--- config.mk ---
export PLATFORM = sky130hd
export DESIGN_NAME = uart_tx_fifo
export DESIGN_NICKNAME = d
export VERILOG_FILES = /design/src/rtl/uart_pkg.sv /design/src/rtl/uart_sync_fifo.sv /design/src/rtl/uart_tx_fifo.sv
export SDC_FILE = /design/constraint.sdc
export NUM_CORES = 1
export LEC_CHECK = 0
export BUFFER_PORTS_ARGS = -buffer_cell sky130_fd_sc_hd__buf_2
export CAP_MARGIN = 25
export CORE_ASPECT_RATIO = 1.25
export CORE_MARGIN = 2
export CORE_UTILIZATION = 55
export CTS_CLUSTER_DIAMETER = 30
export DETAILED_ROUTE_END_ITERATION = 7
export MAX_ROUTING_LAYER = met4
export PLACE_DENSITY = 0.8
export SLEW_MARGIN = 10
export SYNTH_ARGS = -nofsm -noshare
export SYNTH_HDL_FRONTEND = slang
export SYNTH_HIERARCHICAL = 1
export SYNTH_SLANG_ARGS = --single-unit
export TNS_END_PERCENT = 5
--- constraint.sdc ---
create_clock -name clk -period 3.9 [get_ports clk]
set_input_delay 0.78 -clock clk [delete_from_list [all_inputs] [get_ports clk]]
set_output_delay 0.78 -clock clk [all_outputs]
set_load 0.02 [all_outputs]
--- src/rtl/uart_pkg.sv ---
// Shared types and constants for the buffered UART transmitter.
package uart_pkg;

  typedef enum logic [2:0] {
    IDLE,
    START,
    DATA,
    PARITY,
    STOP
  } uart_state_t;

  localparam int   UART_DATA_BITS  = 8;
  localparam logic UART_IDLE_LEVEL = 1'b1;

  function automatic logic even_parity(input logic [UART_DATA_BITS-1:0] b);
    return ^b;
  endfunction

endpackage

--- src/rtl/uart_sync_fifo.sv ---
// Single-clock FIFO with first-word fall-through read data.
// A push while full is still written when a pop happens in the same cycle.
module uart_sync_fifo #(
  parameter int DEPTH = 16,
  parameter int WIDTH = 8
) (
  input  logic                       clk,
  input  logic                       reset,
  input  logic                       push,
  input  logic                       pop,
  input  logic [WIDTH-1:0]           din,
  output logic [WIDTH-1:0]           dout,
  output logic                       full,
  output logic                       empty,
  output logic [$clog2(DEPTH):0]     count
);

  localparam int AW = $clog2(DEPTH);
  localparam logic [AW-1:0] PTR_ONE  = AW'(1);
  localparam logic [AW:0]   CNT_ONE  = (AW+1)'(1);
  localparam logic [AW:0]   CNT_FULL = (AW+1)'(DEPTH);

  logic [WIDTH-1:0] mem [DEPTH];
  logic [AW-1:0]    wr_ptr;
  logic [AW-1:0]    rd_ptr;
  logic             wr_en;
  logic             rd_en;

  assign full  = (count == CNT_FULL);
  assign empty = (count == '0);
  assign wr_en = push & (~full | pop);
  assign rd_en = pop & ~empty;
  assign dout  = mem[rd_ptr];

  // NOTE: sequential state uses non-blocking assignments so every register
  // samples pre-edge values regardless of statement order.
  always_ff @(posedge clk) begin
    if (reset) begin
      wr_ptr <= '0;
      rd_ptr <= '0;
      count  <= '0;
    end else begin
      if (wr_en) wr_ptr <= wr_ptr + PTR_ONE;
      if (rd_en) rd_ptr <= rd_ptr + PTR_ONE;
      case ({wr_en, rd_en})
        2'b10:   count <= count + CNT_ONE;
        2'b01:   count <= count - CNT_ONE;
        default: count <= count;
      endcase
    end
  end

  // NOTE: the storage array has no reset; empty/count gate every read, so
  // stale contents are never observed and the array can map to plain RAM.
  always_ff @(posedge clk) begin
    if (wr_en) mem[wr_ptr] <= din;
  end

endmodule

--- src/rtl/uart_tx_fifo.sv ---
// Buffered UART transmitter: CPU pushes bytes into a FIFO that is serialised
// LSB-first on txd. Define UART_TX_PARITY_EN for 8E1 frames (default 8N1).
module uart_tx_fifo
  import uart_pkg::*;
#(
  parameter int DEPTH        = 16,
  parameter int CLKS_PER_BIT = 16
) (
  input  logic                      clk,
  input  logic                      reset,
  input  logic                      _uart_in,
  input  logic [UART_DATA_BITS-1:0] data,
  output logic                      txd,
  output logic                      do_ready,
  output logic                      tx_busy,
  output logic                      overflow
);

  localparam int AW = $clog2(DEPTH);
  localparam int BW = (CLKS_PER_BIT > 1) ? $clog2(CLKS_PER_BIT) : 1;
  localparam int IW = $clog2(UART_DATA_BITS);

  localparam logic [BW-1:0] BAUD_LAST = BW'(CLKS_PER_BIT - 1);
  localparam logic [BW-1:0] BAUD_ONE  = BW'(1);
  localparam logic [IW-1:0] LAST_BIT  = IW'(UART_DATA_BITS - 1);
  localparam logic [IW-1:0] BIT_ONE   = IW'(1);
  localparam logic [AW:0]   CNT_ONE   = (AW+1)'(1);
  localparam logic [AW:0]   CNT_FULL  = (AW+1)'(DEPTH);

  uart_state_t               state, state_nxt;
  logic [BW-1:0]             baud, baud_nxt;
  logic [IW-1:0]             bit_idx, bit_nxt;
  logic [UART_DATA_BITS-1:0] shift, shift_nxt;
  logic                      txd_nxt;
  logic                      baud_done;

  logic                      push_req;
  logic                      push_ok;
  logic                      pop;
  logic [UART_DATA_BITS-1:0] fifo_dout;
  logic                      fifo_full;
  logic                      fifo_empty;
  logic [AW:0]               fifo_count;
  logic [AW:0]               count_nxt;

`ifdef UART_TX_PARITY_EN
  logic parity_q, parity_nxt;
`endif

  assign push_req  = ~_uart_in;
  // Full is judged before the pop, yet a same-cycle pop frees the slot.
  assign push_ok   = push_req & (~fifo_full | pop);
  assign baud_done = (baud == BAUD_LAST);
  assign tx_busy   = (state != IDLE) | ~fifo_empty;

  uart_sync_fifo #(
    .DEPTH (DEPTH),
    .WIDTH (UART_DATA_BITS)
  ) u_fifo (
    .clk   (clk),
    .reset (reset),
    .push  (push_ok),
    .pop   (pop),
    .din   (data),
    .dout  (fifo_dout),
    .full  (fifo_full),
    .empty (fifo_empty),
    .count (fifo_count)
  );

  // do_ready is registered from the post-edge occupancy so it never lags a fill.
  always_comb begin
    count_nxt = fifo_count;
    if (push_ok & ~pop)      count_nxt = fifo_count + CNT_ONE;
    else if (~push_ok & pop) count_nxt = fifo_count - CNT_ONE;
  end

  // NOTE: every output of this block gets a default first, so no path leaves
  // a signal unassigned and no latch is inferred; blocking '=' is correct here.
  always_comb begin
    state_nxt = state;
    baud_nxt  = baud;
    bit_nxt   = bit_idx;
    shift_nxt = shift;
    txd_nxt   = txd;
    pop       = 1'b0;
`ifdef UART_TX_PARITY_EN
    parity_nxt = parity_q;
`endif
    case (state)
      IDLE: begin
        baud_nxt = '0;
        txd_nxt  = UART_IDLE_LEVEL;
        if (!fifo_empty) begin
          pop       = 1'b1;
          shift_nxt = fifo_dout;
          state_nxt = START;
          txd_nxt   = 1'b0;
`ifdef UART_TX_PARITY_EN
          parity_nxt = even_parity(fifo_dout);
`endif
        end
      end
      START: begin
        if (baud_done) begin
          baud_nxt  = '0;
          bit_nxt   = '0;
          state_nxt = DATA;
          txd_nxt   = shift[0];
        end else begin
          baud_nxt = baud + BAUD_ONE;
        end
      end
      DATA: begin
        if (baud_done) begin
          baud_nxt  = '0;
          shift_nxt = shift >> 1;
          if (bit_idx == LAST_BIT) begin
`ifdef UART_TX_PARITY_EN
            state_nxt = PARITY;
            txd_nxt   = parity_q;
`else
            state_nxt = STOP;
            txd_nxt   = UART_IDLE_LEVEL;
`endif
          end else begin
            bit_nxt = bit_idx + BIT_ONE;
            txd_nxt = shift[1];
          end
        end else begin
          baud_nxt = baud + BAUD_ONE;
        end
      end
`ifdef UART_TX_PARITY_EN
      PARITY: begin
        if (baud_done) begin
          baud_nxt  = '0;
          state_nxt = STOP;
          txd_nxt   = UART_IDLE_LEVEL;
        end else begin
          baud_nxt = baud + BAUD_ONE;
        end
      end
`endif
      STOP: begin
        if (baud_done) begin
          baud_nxt = '0;
          if (!fifo_empty) begin
            pop       = 1'b1;
            shift_nxt = fifo_dout;
            state_nxt = START;
            txd_nxt   = 1'b0;
`ifdef UART_TX_PARITY_EN
            parity_nxt = even_parity(fifo_dout);
`endif
          end else begin
            state_nxt = IDLE;
            txd_nxt   = UART_IDLE_LEVEL;
          end
        end else begin
          baud_nxt = baud + BAUD_ONE;
        end
      end
      default: begin
        state_nxt = IDLE;
        baud_nxt  = '0;
        txd_nxt   = UART_IDLE_LEVEL;
      end
    endcase
  end

  always_ff @(posedge clk) begin
    if (reset) begin
      state    <= IDLE;
      baud     <= '0;
      bit_idx  <= '0;
      shift    <= '0;
      txd      <= UART_IDLE_LEVEL;
      do_ready <= 1'b1;
      overflow <= 1'b0;
    end else begin
      state    <= state_nxt;
      baud     <= baud_nxt;
      bit_idx  <= bit_nxt;
      shift    <= shift_nxt;
      txd      <= txd_nxt;
      do_ready <= (count_nxt != CNT_FULL);
      if (push_req & fifo_full & ~pop) overflow <= 1'b1;
    end
  end

`ifdef UART_TX_PARITY_EN
  always_ff @(posedge clk) begin
    if (reset) parity_q <= 1'b0;
    else       parity_q <= parity_nxt;
  end
`endif

endmodule

==> impl_metrics.ini, run 1 <==
[logic_synthesis]
synthTopCellsByArea = edfxtp_1, dfxtp_1, mux4_2, ha_1, nor2_1
ys_types = 56
yosys.area_share.simple_pct = 9.68
synth.mux.area_fraction_pct = 11.3
synth_compound_area_share_pct = 7.77
synth_top_cell_by_area = edfxtp_1
synth_xor_area_share_pct = 1.36
synth_commonest_cells = edfxtp_1, dfxtp_1, nor2_1, mux4_2, nand2_1
yosysWarnings = 6
ys.flop_type = edfxtp_1
yosysSeqAreaShare_pct = 65.0
async_reset_ff_share_pct = 0
netlist.area_leader.share_pct = 54.3
synth-seq-cells = 166
syn_nets = 497
synth_area_per_cell_um2 = 15.0
netlist_instances = 472
synth.most_common_cell = edfxtp_1
synth_edf_count = 128
synth_top_family_by_area = multiplexers
syn_area_mm2 = 0.00708
synthAdderAreaFrac_pct = 2.47

[cts]
postCtsResizedCells = 0
post_cts_buffers = 0
path_clk_slew_ps = 70
cts_buffers = 17
root_buffer = clkbuf_16
cts_max_level = 4
cts_sinks = 166
clk_latency_ps = 430
tritoncts = yes
holdBufCountCts = 0
clk_path_buf_depth = 2

[drt]
via_per_inst = 6.11
dr_wl_met2_um = 7190
ant_nets = 0
drt_iter0_drc = 371
drcViolationCount = 0
m1WireLength_um = 5580
vias = 4081
drtPass1Iterations = 5
wl_per_cell_um = 20.4
routed.top_layer = met4
routed-wl-met3_um = 658
routed_wl_um = 13700

[final_layout]
nNetsFinal = 512
multi_input_area_mm2 = 0.00233
drive_above_1_share_pct = 20.6
diodes = 0
design_area_mm2 = 0.00791
final_core_util_pct = 62.5
register_area_mm2 = 0.00461
syn_to_final_growth_pct = 11.7
n_fill_cell = 888

[placement]
portBuffers = 14
placed_area_mm2 = 0.00731
hpwl_um = 8580
place.gp.congestion = 0.834

[flow_run]
drv_cap = 0

[pwr]
switching_share_pct = 30.1
combPwrFrac_pct = 22.6
clkPwrFrac_pct = 32.9
p_per_area_mw_per_mm2 = 633
leakagePower_nw = 2.65
seqPwrFrac_pct = 44.5
power_switching_mw = 1.51
ir_drop_v = 0.000332
p_int_mw = 3.50

[sta]
final.setup_skew_ps = 12.5
drv_slew = 0
grt_setup_unrepaired = false
setup_viol = 0
clock.fmax_mhz = 274
relSlewSlack_pct = 37.1
tns_ps = 0
hold_viol = 0
fin_crit_sh_pct = 93.7
fin_crit_ps = 3650
worst_pin_slew_ps = 943

[grt]
antenna_found_initial = 0
grt_pass1_vias = 4071
grt_pass1_wl_um = 21600
grt_max_degree = 39
track_usage_pct = 21.8
grt_overflow = 0

[critical_path]
cp.required_ps = 4270
crit_arrival_ps = 4020
start_kind = flop
path_cells = or4_1 > nor2_2 > or3_4 > a21o_4 > clkinv_2 > o31ai_4 > ha_2 > xor2_1 > ha_1 > a21oi_1 > a221oi_2 > or4b_1 > nand3_1
crit_type = flop to flop
cpPeakStageDelay_ps = 610
path_max_fanout = 11
crit_path_top_delay_cell = or4_1
end_kind = flop

[die]
die_w_um = 106
initial_core_util_pct = 55.9
die_y_um = 131
design.die.area_mm2 = 0.0138
rows = 46
core_area_mm2 = 0.0127
ios = 15

[worst_hold_path]
hp-class = flop to flop

[status]
status = complete, no violations
routing by layer:
layer	GRT usage, %	vias to the layer above
met3	5.11	23
met4	8.05	0
met2	36.8	118
met1	26.0	2080
li1	-	1860
met5	-	-
layout make-up:
class / instances / area share [%]
Sequential cell: 166 / 58.2
Inverter: 13 / 0.633
Clock buffer: 17 / 5.38
Clock inverter: 15 / 2.07
Timing Repair Buffer: 22 / 1.64
Multi-Input combinational cell: 267 / 29.4
Tap cell: 168 / 2.66
cell usage in the layout, fill, tap and decap left out, types with 4 or more instances in the layout:
| cell | n |
|---|---|
| clkbuf_16 | 17 |
| nor3_1 | 9 |
| dfxtp_1 | 36 |
| a22oi_1 | 16 |
| nand3_1 | 8 |
| nand2b_1 | 6 |
| nor2b_1 | 4 |
| xnor2_1 | 5 |
| and2_1 | 18 |
| nor2_1 | 35 |
| o21ai_0 | 12 |
| mux2i_1 | 6 |
| a21oi_1 | 13 |
| buf_4 | 8 |
| xor2_1 | 6 |
| inv_1 | 12 |
| inv_6 | 5 |
| edfxtp_1 | 128 |
| ha_1 | 13 |
| buf_2 | 14 |
| mux4_2 | 33 |
| a311oi_1 | 5 |
| nor3b_1 | 6 |
| nand2_1 | 22 |
critical path, delay by kind of cell (launching register included):
kind / cells / cell delay (ps)
AO/OA/AOI/OAI: 4 / 760
XOR/XNOR: 1 / 210
AND/OR/NAND/NOR: 5 / 1530
flip-flops: 1 / 430
adder cells (fa/ha/maj): 2 / 510
buffers and inverters: 1 / 140
power by group through the flow:
stage / registers [mW] / clock network [mW] / logic [mW]
after floorplan: 2.17 / 0 / 0.943
after CTS: 2.23 / 1.67 / 1.11
final: 2.23 / 1.65 / 1.13
after global placement: 2.25 / 0 / 1.06
after global routing: 2.25 / 1.74 / 1.25
after detailed placement: 2.26 / 0 / 1.10
registers in the layout, summed over array words and instances, names as in the netlist, named ones only:
name,count
baud,4
bit_idx,3
do_ready,1
overflow,1
shift,8
state,3
txd,1
u_fifo/count,5
u_fifo/mem,128
u_fifo/rd_ptr,4
u_fifo/wr_ptr,4
final timing paths:
path	start	to	slack [ps]	cells past startpoint
worst min-delay path	bit_idx[2]	bit_idx[2]	480	2
worst max register to register	u_fifo/count[0]	u_fifo/count[4]	250	13
worst max-delay path	u_fifo/count[0]	u_fifo/count[4]	250	13
worst min register to register	bit_idx[2]	bit_idx[2]	480	2
kinds of logic after synthesis:
kind of cell,Yosys count
compound gates,74
fa+ha+maj,14
flops,166
simple gates,129
xor+xnor,11
mux,39
buf+inv,39
stage by stage:
stage	hold slack (ps)	std cells	setup slack [ps]	total power, mW
after floorplan	418	472	131	3.11
after global placement	428	636	315	3.31
after detailed placement	469	636	65.1	3.37
after CTS	479	668	36.5	5.01
after global routing	509	668	61.6	5.24
final	479	668	247	5.01
Power figures use the tool's default switching activity.
==> run 2, diff against run 1 <==
--- a/config.mk
+++ b/config.mk
@@ -5,15 +5,16 @@
 export SDC_FILE = /design/constraint.sdc
 export NUM_CORES = 1
 export LEC_CHECK = 0
-export BUFFER_PORTS_ARGS = -buffer_cell sky130_fd_sc_hd__buf_2
+export BUFFER_PORTS_ARGS = -buffer_cell sky130_fd_sc_hd__buf_4
 export CAP_MARGIN = 25
+export CELL_PAD_IN_SITES_DETAIL_PLACEMENT = 1
+export CELL_PAD_IN_SITES_GLOBAL_PLACEMENT = 1
 export CORE_ASPECT_RATIO = 1.25
-export CORE_MARGIN = 2
-export CORE_UTILIZATION = 55
+export CORE_UTILIZATION = 48
 export CTS_CLUSTER_DIAMETER = 30
 export DETAILED_ROUTE_END_ITERATION = 7
 export MAX_ROUTING_LAYER = met4
-export PLACE_DENSITY = 0.8
+export PLACE_DENSITY = 0.82
 export SLEW_MARGIN = 10
 export SYNTH_ARGS = -nofsm -noshare
 export SYNTH_HDL_FRONTEND = slang
==> run 2 against run 1 <==
  * Combinational power is 8% higher
  * Fmax is 1.6% higher
  * Worst setup slack better by 57 ps
  * First-iteration DRC count is 17% lower
  * Non-clock buffer count is 1 higher
  * Critical path type unchanged
  * Critical endpoint unchanged
  * Largest power group unchanged
==> impl_metrics.ini, run 2 (synthesis results as in run 1) <==
[status]
status = complete, no violations

[sta]
setup_viol = 0
tns_ps = 0
final.setup_skew_ps = 7.23
drv_slew = 0
fin_crit_ps = 3600
fin_crit_sh_pct = 92.2
clock.fmax_mhz = 278
relSlewSlack_pct = 43.9
layout_setup_ws_ps = 304
grt_setup_unrepaired = false
worst_pin_slew_ps = 841
hold_viol = 0
hold_ws_ps = 449

[placement]
place_ws_ps = 178
place.gp.congestion = 0.752
placed_area_mm2 = 0.00736
place_inst = 647
portBuffers = 14
hpwl_um = 10100

[final_layout]
largest_reg_flops = 128
final_common_cell = edfxtp_1
n_fill_cell = 1374
register_area_mm2 = 0.00461
final_cell_count_no_fill = 678
top_regs = u_fifo/mem (128), shift (8), u_fifo/count (5)
nNetsFinal = 513
design_area_mm2 = 0.00795
drive_above_1_share_pct = 20.2
syn_to_final_growth_pct = 12.3
diodes = 0
most-common-layout-cells = edfxtp_1, dfxtp_1, nor2_1
final_core_util_pct = 55.2
top_register = u_fifo/mem
multi_input_area_mm2 = 0.00232

[cts]
clk_latency_ps = 430
root_buffer = clkbuf_16
holdBufCountCts = 0
cts_max_level = 4
postCtsResizedCells = 0
path_clk_slew_ps = 70
clk_path_buf_depth = 2
tritoncts = yes
cts_sinks = 166
cts_buffers = 17
post_cts_buffers = 0

[critical_path]
crit_path_top_delay_cell = or4_1
crit_type = flop to flop
path_max_fanout = 10
cpPeakStageDelay_ps = 600
path_cells = or4_1 > nor2_2 > or3_4 > a21o_4 > clkinv_2 > o31ai_4 > ha_2 > xor2_1 > ha_1 > a21oi_1 > a221oi_1 > or4b_1 > nand3_1
start_kind = flop
cp.required_ps = 4280
path_buf_inv = 1
end_kind = flop
crit_arrival_ps = 3970
crit_family = simple AND/OR/NAND/NOR gates

[grt]
grt_pass1_wl_um = 23700
grt_overflow = 0
grt_pass1_vias = 4418
track_usage_pct = 21.8
antenna_found_initial = 0
grt_max_degree = 39

[die]
design.die.area_mm2 = 0.0152
die_w_um = 111
die_y_um = 138
core_area_mm2 = 0.0144
rows = 49
initial_core_util_pct = 49.2
ios = 15

[flow_run]
drv_cap = 0

[drt]
via_per_inst = 5.98
drcViolationCount = 0
drt_iter0_drc = 307
vias = 4057
wl_per_cell_um = 21.9
drtPass1Iterations = 4
routed_wl_um = 14900
ant_nets = 0

[pwr]
ir_drop_v = 0.000373
p_total_mw = 5.06
p_per_area_mw_per_mm2 = 636
leakagePower_nw = 2.66

[worst_hold_path]
hp-class = flop to flop
[run 2: metal layers]
| layer | routed length, µm | track usage (%) |
|---|---|---|
| met2 | 8240 | 39.3 |
| met5 | 0 | - |
| met3 | 392 | 4.62 |
| met1 | 5910 | 23.2 |
| met4 | 333 | 9.48 |
[run 2: final timing paths]
path,start,endpoint,slack [ps],cells past startpoint
min,baud[0],baud[0],450,1
max reg2reg,u_fifo/count[3],u_fifo/count[4],300,13
min reg2reg,baud[0],baud[0],450,1
max,u_fifo/count[3],u_fifo/count[4],300,13
[run 2: area by class of cell]
cell class              instances  area share (%)
multi-input cells             267            29.2
well taps                     178            2.80
repair buffers                 23            2.17
inverters                      13           0.629
clock inverters                14            1.94
flip-flops and latches        166            57.9
clock buffers                  17            5.35
[run 2: power by group]
group	leakage [nW]	total (mW)	internal (mW)	switching [mW]
combinational	0.913	1.22	0.557	0.660
clock	0.278	1.64	0.944	0.695
sequential	1.47	2.20	2.06	0.143
==> run 3, diff against run 2 <==
--- a/config.mk
+++ b/config.mk
@@ -7,12 +7,13 @@
 export LEC_CHECK = 0
 export BUFFER_PORTS_ARGS = -buffer_cell sky130_fd_sc_hd__buf_4
 export CAP_MARGIN = 25
-export CELL_PAD_IN_SITES_DETAIL_PLACEMENT = 1
+export CELL_PAD_IN_SITES_DETAIL_PLACEMENT = 0
 export CELL_PAD_IN_SITES_GLOBAL_PLACEMENT = 1
 export CORE_ASPECT_RATIO = 1.25
 export CORE_UTILIZATION = 48
 export CTS_CLUSTER_DIAMETER = 30
 export DETAILED_ROUTE_END_ITERATION = 7
+export GPL_TIMING_DRIVEN = 0
 export MAX_ROUTING_LAYER = met4
 export PLACE_DENSITY = 0.82
 export SLEW_MARGIN = 10
==> run 3 against run 2 <==
  * Total power grew 1.0%
  * Largest cell class unchanged
  * Sequential power shrank 2%
  * Clock skew grew 2.7 ps
  * Critical endpoint unchanged
  * Worst setup slack lost 79 ps
  * Hold slack gained 13 ps
  * Clock power is essentially flat
  * Fmax shrank 2.2%
==> impl_metrics.ini, run 3 (synthesis results as in run 1) <==
[sta]
grt_setup_unrepaired = false
drv_slew = 0
fin_crit_ps = 3680
setup_viol = 0
worst_pin_slew_ps = 703
relSlewSlack_pct = 53.1
layout_setup_ws_ps = 225
hold_viol = 0
final.setup_skew_ps = 9.92
fin_crit_sh_pct = 94.2
clock.fmax_mhz = 272

[cts]
clk_path_buf_depth = 2
holdBufCountCts = 0
root_buffer = clkbuf_16
cts_max_level = 4
cts_sinks = 166
cts_buffers = 17
tritoncts = yes
path_clk_slew_ps = 60
clk_latency_ps = 420

[critical_path]
cp.required_ps = 4260
endpoint = u_fifo/count[4]
r2r_start = u_fifo/count[3]
start_kind = flop
end_kind = flop
crit_type = flop to flop
path_max_fanout = 9
r2r_slack_ps = 220
rr_endpoint = u_fifo/count[4]
crit_arrival_ps = 4040
reg2regPathDepth = 15
crit_path_start = u_fifo/count[3]

[placement]
place_ws_ps = -461
place_inst = 664
portBuffers = 14
hpwl_um = 9240
place.gp.congestion = 0.752

[pwr]
p_int_mw = 3.59
ir_drop_v = 0.000385
seqPwrFrac_pct = 42.0
leakagePower_nw = 2.69
combPwrFrac_pct = 25.3
p_total_mw = 5.11
power_switching_mw = 1.52
p_per_area_mw_per_mm2 = 636
clkPwrFrac_pct = 32.7
switching_share_pct = 29.8

[worst_hold_path]
hp-class = flop to flop

[die]
ios = 15
initial_core_util_pct = 49.2
core_area_mm2 = 0.0144
die_y_um = 138
rows = 49
die_w_um = 111
design.die.area_mm2 = 0.0152

[final_layout]
top_register = u_fifo/mem
top_regs = u_fifo/mem (128), shift (8), u_fifo/count (5)
drive_above_1_share_pct = 19.8
diodes = 0
largest_reg_flops = 128
syn_to_final_growth_pct = 13.5
final_common_cell = edfxtp_1
final_cell_count_no_fill = 697
nNetsFinal = 531
most-common-layout-cells = edfxtp_1, nor2_1, dfxtp_1
n_fill_cell = 1117

[grt]
grt_pass1_wl_um = 21800
antenna_found_initial = 0
grt_overflow = 0
grt_max_degree = 17
grt_pass1_vias = 4079
track_usage_pct = 20.1

[drt]
drtPass1Iterations = 5
via_per_inst = 5.95
ant_nets = 0
routed_wl_um = 14000
drcViolationCount = 0
vias = 4150
wl_per_cell_um = 20.1
drt_iter0_drc = 378

[flow_run]
drv_cap = 0

[status]
status = complete, no violations
-- run 3: cell types whose count changed in the layout (fill, tap and decap cells not counted), sizes merged --
cell | before | now
buf | 23 | 26
clkbuf | 17 | 33
clkinv | 8 | 5
clkinvlp | 2 | 1
inv | 15 | 19
-- run 3: layout make-up --
cell class / instances / area, µm² / share of cell area (%)
Clock buffer: 18 / 429 / 5.34
Clock inverter: 14 / 165 / 2.05
Buffer: 26 / 119 / 1.48
Timing Repair Buffer: 15 / 113 / 1.40
Sequential cell: 166 / 4610 / 57.3
Multi-Input combinational cell: 267 / 2330 / 29.0
Inverter: 13 / 50.0 / 0.623
Tap cell: 178 / 223 / 2.77
-- run 3: timing repair --
item / CTS / global route
pin swaps: 1 / 0
hold endpoints to repair: 0 / 0
buffers inserted: 1 / 0
gates cloned: 0 / 0
endpoints found under the setup margin: 2 / 2
gates resized for setup: 4 / 7
-- run 3: critical path, stage by stage, from the launching register on --
cell and delay (ps):
dfxtp_1 370, or4_1 530, buf_2 200, nor2_4 150, or3_4 160, a21o_4 120, clkinv_2 150, o31ai_4 260
ha_1 220, clkbuf_2 190, xor2_1 170, ha_1 170, a21oi_1 70, a221oi_2 310, or4b_1 460, nand3_1 90
-- run 3: how the worst min path moves through the flow --
stage                         from  slack (ps)       end  cells past startpoint
after floorplan            baud[0]         420   baud[0]                      1
after global placement     baud[0]         430   baud[0]                      1
final                      baud[0]         460   baud[0]                      1
after CTS                  baud[0]         480   baud[0]                      1
after global routing      shift[4]         500  shift[3]                      2
after detailed placement   baud[0]         460   baud[0]                      1
-- run 3: layer usage --
metal / vias to the layer above / track usage (%) / wire length, µm
met5: - / - / 0
met3: 18 / 4.05 / 670
met4: 0 / 9.19 / 285
met1: 2112 / 23.3 / 5710
li1: 1898 / - / -
met2: 122 / 34.0 / 7330
-- run 3: metrics by stage --
step	cell area [µm²]	TNS [ps]	util, %	hold WS [ps]
2_1_floorplan	7080	0	-	418
3_3_place_gp	7410	-507	51.4	431
3_5_place_dp	7410	-601	51.4	462
4_1_cts	8020	0	55.7	477
5_1_grt	8040	0	55.8	502
6_report	8040	0	55.8	461
-- run 3: power by group through the flow --
stage | Sequential [mW] | Clock [mW] | Combinational (mW)
floorplan | 2.17 | 0 | 0.943
global placement | 2.18 | 0 | 1.23
detailed placement | 2.18 | 0 | 1.25
CTS | 2.15 | 1.70 | 1.28
global route | 2.16 | 1.77 | 1.41
finish | 2.15 | 1.67 | 1.29
